--- src/rtl/fetch_sequencer.sv ---
// fetch_sequencer: next fetch address from increment, jumps, call or return.
// Define FETCH_RAS_EN to build the return-address stack; undefined = no stack.
module fetch_sequencer #(
   parameter int D          = 10,
   parameter int RAS_DEPTH  = 4,
   parameter int START_ADDR = 0,
   parameter int DONE_ADDR  = 109
) (
   input  logic                       clk,
   input  logic                       reset,
   input  logic                       stall,
   input  logic                       absjump_en,
   input  logic                       reljump_en,
   input  logic                       call_en,
   input  logic                       ret_en,
   input  logic [D-1:0]               target,
   input  logic [7:0]                 rel_off,
   output logic [D-1:0]               prog_ctr,
   output logic                       done,
   output logic [$clog2(RAS_DEPTH):0] ras_count,
   output logic                       ras_ovf,
   output logic                       ras_unf
);

   localparam int PW = $clog2(RAS_DEPTH);
   localparam int CW = PW + 1;
   localparam logic [D-1:0] START_PC = D'(START_ADDR);
   localparam logic [D-1:0] HALT_PC  = D'(DONE_ADDR);

   logic [D-1:0] pc_q, pc_d;
   logic         done_q, done_d;
   logic [D-1:0] pc_inc;
   logic [D-1:0] rel_ext;
   logic [D-1:0] pc_rel;
   logic         frozen;
   logic         halt_hit;

   assign pc_inc   = pc_q + D'(1);
   assign pc_rel   = pc_q + rel_ext;
   assign frozen   = done_q | stall;
   assign halt_hit = (pc_q == HALT_PC);

   // Offset is sign-extended for wide PCs, truncated for narrow ones.
   generate
      if (D > 8) begin : g_sext
         assign rel_ext = {{(D-8){rel_off[7]}}, rel_off};
      end else begin : g_trunc
         assign rel_ext = rel_off[D-1:0];
      end
   endgenerate

`ifdef FETCH_RAS_EN

   localparam logic [CW-1:0] FULL_CNT = CW'(RAS_DEPTH);

   logic [D-1:0]  stack_q [RAS_DEPTH];
   logic [PW-1:0] ptr_q, ptr_d;
   logic [CW-1:0] cnt_q, cnt_d;
   logic          ovf_q, ovf_d;
   logic          unf_q, unf_d;
   logic          push;
   logic [PW-1:0] top_idx;
   logic          empty;
   logic          full;

   // ptr_q is the next write slot; the newest entry sits just below it.
   assign top_idx = ptr_q - PW'(1);
   assign empty   = (cnt_q == '0);
   assign full    = (cnt_q == FULL_CNT);

   // Next-state selection in priority order; a full push wraps over the oldest.
   always_comb begin
      pc_d   = pc_q;
      done_d = done_q;
      ptr_d  = ptr_q;
      cnt_d  = cnt_q;
      ovf_d  = ovf_q;
      unf_d  = unf_q;
      push   = 1'b0;
      priority case (1'b1)
         frozen: begin
            pc_d = pc_q;
         end
         halt_hit: begin
            done_d = 1'b1;
         end
         ret_en: begin
            if (empty) begin
               pc_d  = pc_inc;
               unf_d = 1'b1;
            end else begin
               pc_d  = stack_q[top_idx];
               ptr_d = top_idx;
               cnt_d = cnt_q - CW'(1);
            end
         end
         call_en: begin
            pc_d  = target;
            push  = 1'b1;
            ptr_d = ptr_q + PW'(1);
            if (full) begin
               ovf_d = 1'b1;
            end else begin
               cnt_d = cnt_q + CW'(1);
            end
         end
         absjump_en: begin
            pc_d = target;
         end
         reljump_en: begin
            pc_d = pc_rel;
         end
         default: begin
            pc_d = pc_inc;
         end
      endcase
   end

   // Stack storage carries no reset; only entries below ras_count are read.
   always_ff @(posedge clk) begin
      if (push) begin
         stack_q[ptr_q] <= pc_inc;
      end
   end

   // Stack bookkeeping registers.
   always_ff @(posedge clk or negedge reset) begin
      if (!reset) begin
         ptr_q <= '0;
         cnt_q <= '0;
         ovf_q <= 1'b0;
         unf_q <= 1'b0;
      end else begin
         ptr_q <= ptr_d;
         cnt_q <= cnt_d;
         ovf_q <= ovf_d;
         unf_q <= unf_d;
      end
   end

   assign ras_count = cnt_q;
   assign ras_ovf   = ovf_q;
   assign ras_unf   = unf_q;

`else

   logic unused_ret;

   assign unused_ret = ret_en;

   // Next-state selection; a call is just a jump when there is no stack.
   always_comb begin
      pc_d   = pc_q;
      done_d = done_q;
      priority case (1'b1)
         frozen: begin
            pc_d = pc_q;
         end
         halt_hit: begin
            done_d = 1'b1;
         end
         call_en: begin
            pc_d = target;
         end
         absjump_en: begin
            pc_d = target;
         end
         reljump_en: begin
            pc_d = pc_rel;
         end
         default: begin
            pc_d = pc_inc;
         end
      endcase
   end

   assign ras_count = '0;
   assign ras_ovf   = 1'b0;
   assign ras_unf   = 1'b0;

`endif

   // Program counter and sticky halt flag.
   always_ff @(posedge clk or negedge reset) begin
      if (!reset) begin
         pc_q   <= START_PC;
         done_q <= 1'b0;
      end else begin
         pc_q   <= pc_d;
         done_q <= done_d;
      end
   end

   assign prog_ctr = pc_q;
   assign done     = done_q;

endmodule

--- config.mk ---
export PLATFORM = sky130hd
export DESIGN_NAME = fetch_sequencer
export DESIGN_NICKNAME = d
export VERILOG_FILES = /design/src/rtl/fetch_sequencer.sv
export SDC_FILE = /design/constraint.sdc
export NUM_CORES = 1
export LEC_CHECK = 0
export BUFFER_PORTS_ARGS = -buffer_cell sky130_fd_sc_hd__buf_2
export CORE_UTILIZATION = 25
export CTS_CLUSTER_SIZE = 25
export DETAILED_ROUTE_END_ITERATION = 16
export MAX_ROUTING_LAYER = met4
export SLEW_MARGIN = 20
export SYNTH_ARGS = -nofsm -noshare
export SYNTH_HDL_FRONTEND = slang
export SYNTH_SLANG_ARGS = --single-unit
--- constraint.sdc ---
create_clock -name clk -period 5.65 [get_ports clk]
set_input_delay 0.2825 -clock clk [delete_from_list [all_inputs] [get_ports clk]]
set_output_delay 0.2825 -clock clk [all_outputs]
set_load 0.03 [all_outputs]
==> results of run 1 <==
## per-stage QoR
stage	area [sq um]	util
after floorplan	1050	-
after global placement	1220	0.322
after detailed placement	1220	0.322
after CTS	1280	0.337
after global routing	1280	0.337
final	1280	0.337
## metal layers
layer	vias to the layer above	track usage	part of all wire
met5	-	-	0
met2	34	0.196	0.42
met3	2	0.0345	0.059
met1	424	0.186	0.52
li1	503	-	-
met4	0	0.0239	0.0032
## state kept, by name, summed over array words and instances, names as in the netlist
register and flops:
done 1, prog_ctr 10
## how the worst min path moves through the flow
stage / to / slack, ns / cells after the start / startpoint
floorplan: done / -0.01 / 0 / reset
global placement: prog_ctr[2] / 0.17 / 1 / reset
detailed placement: prog_ctr[2] / 0.16 / 1 / reset
CTS: done / 0.27 / 2 / stall
global route: done / 0.29 / 2 / stall
finish: done / 0.28 / 2 / stall
## cells by family (layout without fill, tap and decap cells)
kind of cell             after synthesis  after routing  share of synthesized area
other                                  1              5                    0.00364
XOR/XNOR                               6              6                     0.0510
adder cells (fa/ha/maj)               10             10                      0.129
AO/OA/AOI/OAI                         38             38                      0.215
flip-flops                            11             11                      0.267
multiplexers                           6              6                     0.0583
buffers and inverters                  8             40                     0.0546
AND/OR/NAND/NOR                       41             41                      0.222
## cell usage after synthesis, types with 4 or more instances
library cell and number:
a21oi_1 12, nor2_1 8, mux2i_1 6, dfrtp_1 11, xnor2_1 4, o21ai_0 14
nand2_1 12, ha_1 9, and2_1 6, a21o_1 4, buf_4 5
## critical path: stages, from the launching register on
cell	delay (ns)
dfrtp_1	0.41
ha_1	0.24
fa_1	0.44
a211oi_1	0.34
o31ai_1	0.15
and4b_1	0.22
nor3_1	0.23
o21ai_0	0.10
## cell usage in the layout, fill, tap and decap left out, types with 3 or more instances in the layout
master    netlist  final
a21o_1          4      4
a21oi_1        12     12
and2_1          6      6
buf_2           0     34
clkbuf_8        0      3
conb_1          1      5
dfrtp_1        11     11
ha_1            9      9
mux2i_1         6      6
nand2_1        12     12
nor2_1          8      8
o21ai_0        14     14
xnor2_1         4      4
## final cells by class
class                           instances  area [sq um]  share of cell area
Sequential cell                        11           275               0.215
Timing Repair Buffer                   35           180               0.141
Clock buffer                            4          45.0              0.0352
Inverter                                1          3.75             0.00294
Multi-Input combinational cell        106           714               0.559
Tap cell                               48          60.1              0.0470
## power groups by stage
| stage | registers (W) | logic, W | clock network [W] |
|---|---|---|---|
| floorplan | 0.000131 | 0.0000919 | 0 |
| CTS | 0.000109 | 0.000154 | 0.0000801 |
| detailed placement | 0.000110 | 0.000152 | 0 |
| global route | 0.000111 | 0.000172 | 0.0000855 |
| global placement | 0.000110 | 0.000151 | 0 |
| finish | 0.000108 | 0.000153 | 0.0000768 |
## timing repair
item | CTS | global route
hold endpoints to repair | 11 | 0
hold buffers | 1 | 0
setup buffers | 0 | 0
==> reports/qor.txt, run 1 <==
outcome = finished, final reports clean
final worst slack = 3.41 ns
CP Max Fanout = 4
Max-Cap Viols = 0
Place WS = 3.29 ns
fin nets = 193
fin crit share = 0.397
clk sinks = 11
clock skew = 0.00160 ns
Avg WL per Cell = 12.2 um
Fmax = 446 MHz
r2r startpoint = prog_ctr[0]
Fin Setup TNS = 0 ns
CTS Buffer Depth = 2
Final Hold Viols = 0
Slew HR = 0.611
# setup viols final = 0
sequential area share after synthesis = 0.267
Tmin final = 2.24 ns
CP endpoint = prog_ctr[8]
P_int = 0.000202 W
WHS = 0.276 ns
Antenna Nets Post-Route = 0
total power = 0.000338 W
FP Rows = 22
TritonCTS clock tree = done
share of layout cells above drive strength 1 = 0.261
GPL Wtd Cong = 0.796
io pins = 41
vias in the first global route = 921
post-CTS resize count = 0
critical path startpoint category = register
Port-buffer cells = 34
die area = 4390 sq um
CP required = 5.76 ns
total gr overflow = 0
RSZ-0062 raised after global routing = no
Flop pwr share = 0.320
# DRC = 0
global-route wire length before repair = 4.36 mm
Routed WL = 2.50 mm
CP Class = reg -> reg
Area contributors post-synth = dfrtp_1 27%, ha_1 11%, o21ai_0 6.8%, a21oi_1 5.8%, mux2i_1 5.8%
placed wire-length estimate = 2.04 mm
Worst R2R End = prog_ctr[8]
number of synthesized flops with an enable pin = 0
Root Buffer = clkbuf_8
ys async rst share = 1.00
fin. max-slew vios = 0
Clk pwr share = 0.227
NetSw = 0.000137 W
Worst R2R Setup Slack = 3.41 ns
Power Dens Cells = 265 nW/um^2
area of the core = 3800 sq um
CTS Buf Count = 3
Clock Pin Slew Worst Setup and Hold Paths = 0.05 ns
largest net degree at the start of global routing = 18
worst min path class = in -> reg
Die Wd = 66.2 um
filler instances = 426
Iter 0 DRT Violations = 46
Worst-Margin Slew = 0.581 ns
Worst Reg-to-Reg Cells = 7
leakage = 0.636 nW
total number of vias = 963
Area growth, synth to finish = 24.0%
Mapped Cells = 121
Via density = 4.70
crit path DAT = 2.35 ns
Mean Syn Cell Area = 8.52 sq um
Non-Filler Instances = 205
CP startpoint = prog_ctr[0]
Clock Latency Late Sink = 0.23 ns
die height = 66.2 um
Yosys top cell area share = 0.267
global-route usage over all layers = 0.134
ANT cells = 0
initial antenna violation count = 0
Comb power frac = 0.453
number of distinct library cells after synthesis = 35
number of H-tree levels = 1
Yosys warning count = 0
ys flop type = dfrtp_1
DRT Pass-1 Iters = 4
sw frac = 0.404
leading area contributor after synthesis = dfrtp_1
VDD IR max = 0.162 mV
synthesized flop and latch total = 11
Mapped Area = 1030 sq um
CP Capture Type = register
Placed Instances = 200
Initial Utilization = 0.271
(Power assumes the default switching activity.)
==> inputs of run 2 (changes only) <==
Clock period 5.65 ns to 1.8 ns, I/O delays scaled along.
==> run 2 against run 1 <==
  * First-iteration DRC count is 17% lower
  * Global-route usage is 1.4 points higher
  * Final cell count is 8.8% higher
  * Largest cell class unchanged
  * Largest power group unchanged
  * Setup slack worse by 3.5 ns
  * Core utilization is 6.4 points higher
  * The run now ends with setup timing left
  * Clock skew is 0.00055 ns lower
  * Routed wire length is 17% higher
  * Highest routed layer unchanged
  * Final area is 19% higher
==> reports/qor.txt, run 2 (synthesis gave the netlist of run 1 again) <==
HP Start = stall
total gr overflow = 0 (unchanged)
leakage = 0.728 nW (+15%)
# setup viols final = 4 (+4)
Die Wd = 66.2 um (unchanged)
Final Hold Viols = 0 (unchanged)
hold depth = 2 (unchanged)
outcome = finished with violations
Max-Cap Viols = 0 (unchanged)
Worst R2R End = prog_ctr[9]
VDD IR max = 0.322 mV (+99%)
GPL Wtd Cong = 0.791 (-0.62%)
Initial Utilization = 0.271 (unchanged)
Worst R2R Setup Slack = -0.08 ns (-3.49 ns)
global-route wire length before repair = 4.77 mm (+9.3%)
Antenna Nets Post-Route = 0 (unchanged)
Place WS = -0.133 ns (-3.43 ns)
Root Buffer = clkbuf_8
Worst Hold End = done
most frequent cells in the layout = 34 x buf_2, 18 x buf_4, 11 x nand2_1, 11 x o21ai_0, 9 x a21oi_1
Placed Instances = 216 (+8.0%)
TritonCTS clock tree = done
Clock Latency Late Sink = 0.24 ns (about the same)
Avg WL per Cell = 13.2 um (+8.0%)
CTS Buf Count = 3 (unchanged)
failing checks = setup timing
die height = 66.2 um (unchanged)
sequential cell area = 282 sq um (+2.3%)
largest net degree at the start of global routing = 18 (unchanged)
crit path DAT = 2.03 ns (-0.32 ns)
Clock Pin Slew Worst Setup and Hold Paths = 0.05 ns (about the same)
DRT Pass-1 Iters = 4 (unchanged)
initial antenna violation count = 0 (unchanged)
area of the core = 3800 sq um (unchanged)
CP required = 1.95 ns (-3.81 ns)
number of H-tree levels = 1 (unchanged)
CP Max Fanout = 4 (unchanged)
Area growth, synth to finish = 47.7%
placed wire-length estimate = 2.36 mm (+16%)
Fmax = 531 MHz (+19%)
clk sinks = 11 (unchanged)
Iter 0 DRT Violations = 38 (-17%)
max FFs per register = 10 (unchanged)
fin. max-slew vios = 0 (unchanged)
global-route usage over all layers = 0.148 (+0.0136)
Worst Reg-to-Reg Cells = 7 (unchanged)
Via density = 4.69 (-0.15%)
fin crit share = 1.05 (+0.650)
vias in the first global route = 1018 (+11%)
io pins = 41 (unchanged)
share of layout cells above drive strength 1 = 0.446 (+0.185)
FP Rows = 22 (unchanged)
CTS Buffer Depth = 2 (unchanged)
Tmin final = 1.88 ns (-0.357 ns)
worst min path class = in -> reg
filler instances = 399 (-6.3%)
fin nets = 211 (+9.3%)
r2r startpoint = prog_ctr[1]
ANT cells = 0 (unchanged)
Power Dens Cells = 819 nW/um^2 (+210%)
Non-Filler Instances = 223 (+8.8%)
Port-buffer cells = 34 (unchanged)
Slew HR = 0.605 (-0.00554)
area of the multi-input gates = 817 sq um (+14%)
RSZ-0062 raised after global routing = yes
critical path startpoint category = register
total number of vias = 1046 (+8.6%)
final worst slack = -0.0837 ns (-3.49 ns)
CP Class = reg -> reg
clock skew = 0.00105 ns (-0.000553 ns)
die area = 4390 sq um (unchanged)
Worst-Margin Slew = 0.590 ns (+0.00827 ns)
# DRC = 0 (unchanged)
Routed WL = 2.94 mm (+17%)
CP Capture Type = register
commonest non-fill, non-tap cell in the layout = buf_2
-- run 2: cell types whose count changed in the layout (fill, tap and decap cells not counted), sizes merged --
cell and change:
buf +18
-- run 2: metrics by stage --
stage                     hold WS (ns)  power, W  instance area [sq um]  TNS [ns]   util
after detailed placement       -0.0221  0.000957                   1390    -0.360  0.366
after floorplan                 -0.206  0.000729                   1090    -0.191      -
after global routing            0.0892   0.00134                   1520    -0.954  0.401
final                           0.0714   0.00125                   1520    -0.315  0.401
after CTS                       0.0661   0.00122                   1450    -0.374  0.382
after global placement         -0.0230  0.000949                   1390    -0.215  0.366
-- run 2: how the worst max path moves through the flow --
stage / startpoint / endpoint / slack [ns]
4_1_cts: prog_ctr[0] / prog_ctr[6] / -0.12
6_report: prog_ctr[1] / prog_ctr[9] / -0.08
3_5_place_dp: prog_ctr[1] / prog_ctr[9] / -0.13
5_1_grt: prog_ctr[1] / prog_ctr[9] / -0.21
2_1_floorplan: prog_ctr[0] / prog_ctr[6] / -0.07
3_3_place_gp: prog_ctr[1] / prog_ctr[9] / -0.09
-- run 2: metal layers --
metal / vias to the layer above / GRT usage / share of wire
li1: 536 / - / -
met1: 473 / 0.191 / 0.47
met2: 33 / 0.239 / 0.47
met3: 4 / 0.0310 / 0.043
met4: 0 / 0.0266 / 0.0099
met5: - / - / 0
-- run 2: final cells by class --
cell class	instances	area share
inverter	1	0.00247
multi-input combinational	106	0.537
tap	48	0.0394
sequential	11	0.185
timing repair buffer	53	0.207
clock buffer	4	0.0296
-- run 2: critical path, cell delays in order (launching register included) --
cell      delay, ns
dfrtp_2        0.45
ha_4           0.28
a21oi_1        0.07
nand4b_1       0.25
a211oi_2       0.32
or3_1          0.15
a21oi_1        0.05
o31ai_1        0.22
-- run 2: report_power, final --
group          internal [W]  switching (W)  leakage [nW]
Sequential         0.000291      0.0000433         0.128
Combinational      0.000303       0.000360         0.578
Clock              0.000156      0.0000938        0.0228
-- run 2: timing repair --
item | in CTS | in global routing
pin swaps | 0 | 5
cloned | 0 | 0
hold buffers | 1 | 0
gates resized for setup | 1 | 10
setup buffers | 0 | 2
hold endpoints to repair | 11 | 0
setup endpoints to repair | 4 | 6
==> inputs of run 3 (changes only) <==
Settings changed: CAP_MARGIN set to 20, CORE_UTILIZATION 25 to 43, PLACE_DENSITY set to 0.75.
==> run 3 against run 2 <==
  * The flow still finishes with violations (setup timing)
  * Highest routed layer unchanged
  * First-iteration DRC count is 58% lower
  * Final area is 5.7% lower
  * Global-route usage increased by 10 points
==> reports/qor.txt, run 3 (synthesis gave the netlist of run 1 again) <==
commonest non-fill, non-tap cell in the layout = buf_2
io pins = 41 (unchanged)
Fmax = 509 MHz (-4.2%)
Antenna Nets Post-Route = 0 (unchanged)
Tmin final = 1.97 ns (+0.0826 ns)
Clock Pin Slew Worst Setup and Hold Paths = 0.08 ns (+0.03 ns)
number of H-tree levels = 1 (unchanged)
CP Capture Type = register
leakage = 0.720 nW (-1.1%)
CP top delay family = adder cells
VDD IR max = 0.626 mV (+95%)
total power = 0.00115 W (-7.4%)
global-route wire length before repair = 4.65 mm (-2.5%)
fin crit share = 1.09 (+0.0459)
total number of vias = 1088 (+4.0%)
CTS Buf Count = 3 (unchanged)
critical path startpoint category = register
fin nets = 212 (+0.47%)
area of the core = 2230 sq um (-41%)
largest net degree at the start of global routing = 18 (unchanged)
most frequent cells in the layout = 34 x buf_2, 19 x buf_4, 12 x nand2_1, 12 x o21ai_0, 10 x a21oi_1
Final Hold Viols = 0 (unchanged)
# setup viols final = 4 (unchanged)
# DRC = 0 (unchanged)
vias in the first global route = 1081 (+6.2%)
met3 wire len = 140 um (+10%)
Initial Utilization = 0.462 (+0.190)
CP Cell Sequence = ha_4 > fa_2 > buf_4 > a21o_1 > a21oi_2 > xor2_1 > nor2_1 > a21oi_1 > o21ai_0
total gr overflow = 0 (unchanged)
max FFs per register = 10 (unchanged)
Avg WL per Cell = 13.8 um (+5.0%)
placed wire-length estimate = 2.27 mm (-4.1%)
final worst slack = -0.166 ns (-0.0826 ns)
CP Class = reg -> reg
Port-buffer cells = 34 (unchanged)
CP Max Fanout = 2 (-2)
critical path buffer and inverter count = 1 (+1)
failing checks = setup timing
Crit-path slowest cell = dfrtp_2
FP Rows = 17 (-23%)
Fin Setup TNS = -0.462 ns (-0.148 ns)
CTS Buffer Depth = 2 (unchanged)
GPL Wtd Cong = 0.864 (+9.3%)
Root Buffer = clkbuf_4
fin. max-slew vios = 0 (unchanged)
Max-Cap Viols = 0 (unchanged)
clk sinks = 11 (unchanged)
Routed WL = 2.82 mm (-4.0%)
met1 wire length = 1.19 mm (-15%)
sequential cell area = 282 sq um (unchanged)
area of the multi-input gates = 767 sq um (-6.1%)
ANT cells = 0 (unchanged)
worst min path class = in -> reg
routed wl met2 = 1.47 mm (+5.5%)
initial antenna violation count = 0 (unchanged)
Area growth, synth to finish = 39.3%
clock skew = 0.00669 ns (+0.00564 ns)
fin util = 0.643 (+0.242)
WHS = 0.0151 ns (-0.0563 ns)
global-route usage over all layers = 0.248 (+0.101)
RSZ-0062 raised after global routing = yes
Place WS = -0.165 ns (-0.0319 ns)
share of layout cells above drive strength 1 = 0.415 (-0.0309)
outcome = finished with violations
CP max stage delay = 0.42 ns (-0.03 ns)
Clock Latency Late Sink = 0.28 ns (+0.04 ns)
die height = 51.0 um (-23%)
Power Dens Cells = 804 nW/um^2 (-1.9%)
Via density = 5.33 (+14%)
die area = 2600 sq um (-41%)
TritonCTS clock tree = done
Iter 0 DRT Violations = 16 (-58%)
filler instances = 216 (-46%)
max layer used = met4
crit path DAT = 2.12 ns (+0.09 ns)
CP required = 1.95 ns (about the same)
DRT Pass-1 Iters = 4 (unchanged)
Die Wd = 51.0 um (-23%)
[run 3: per-stage QoR]
stage | instances | area [sq um]
after floorplan | 125 | 1090
after global placement | 196 | 1370
after detailed placement | 196 | 1370
after CTS | 204 | 1420
after global routing | 204 | 1440
final | 204 | 1440
[run 3: worst paths after layout]
check                             from           to  cells after the start  slack, ns
max reg2reg                prog_ctr[0]  prog_ctr[4]                      9      -0.17
max in group asynchronous        reset  prog_ctr[2]                      2       1.36
min                              stall         done                      2       0.02
max                        prog_ctr[0]  prog_ctr[4]                      9      -0.17
min reg2reg                       done         done                      1       0.54
min in group asynchronous        reset  prog_ctr[8]                      2       0.20
[run 3: repair_timing]
| item | in CTS | in global routing |
|---|---|---|
| endpoints found under the setup margin | 4 | 5 |
| resized for setup | 0 | 2 |
| pin swaps | 3 | 0 |
| setup buffers | 3 | 0 |
| gates cloned | 0 | 0 |
| endpoints found under the hold margin | 11 | 0 |
| hold buffers | 1 | 0 |
[run 3: layout make-up]
| cell class | count | area share |
|---|---|---|
| Multi-Input combinational cell | 106 | 0.534 |
| Timing Repair Buffer | 54 | 0.225 |
| Sequential cell | 11 | 0.196 |
| Tap cell | 28 | 0.0244 |
| Clock buffer | 4 | 0.0183 |
| Inverter | 1 | 0.00261 |
[run 3: power breakdown]
group | switching, W | leakage (nW) | internal, W
combinational | 0.000345 | 0.577 | 0.000293
clock | 0.0000960 | 0.0150 | 0.0000861
sequential | 0.0000430 | 0.128 | 0.000290
total | 0.000484 | 0.720 | 0.000670
[run 3: metal layers]
metal,up-vias,track usage
met5,-,-
met4,0,0.0556
met3,2,0.0565
met2,41,0.454
met1,505,0.271
li1,540,-
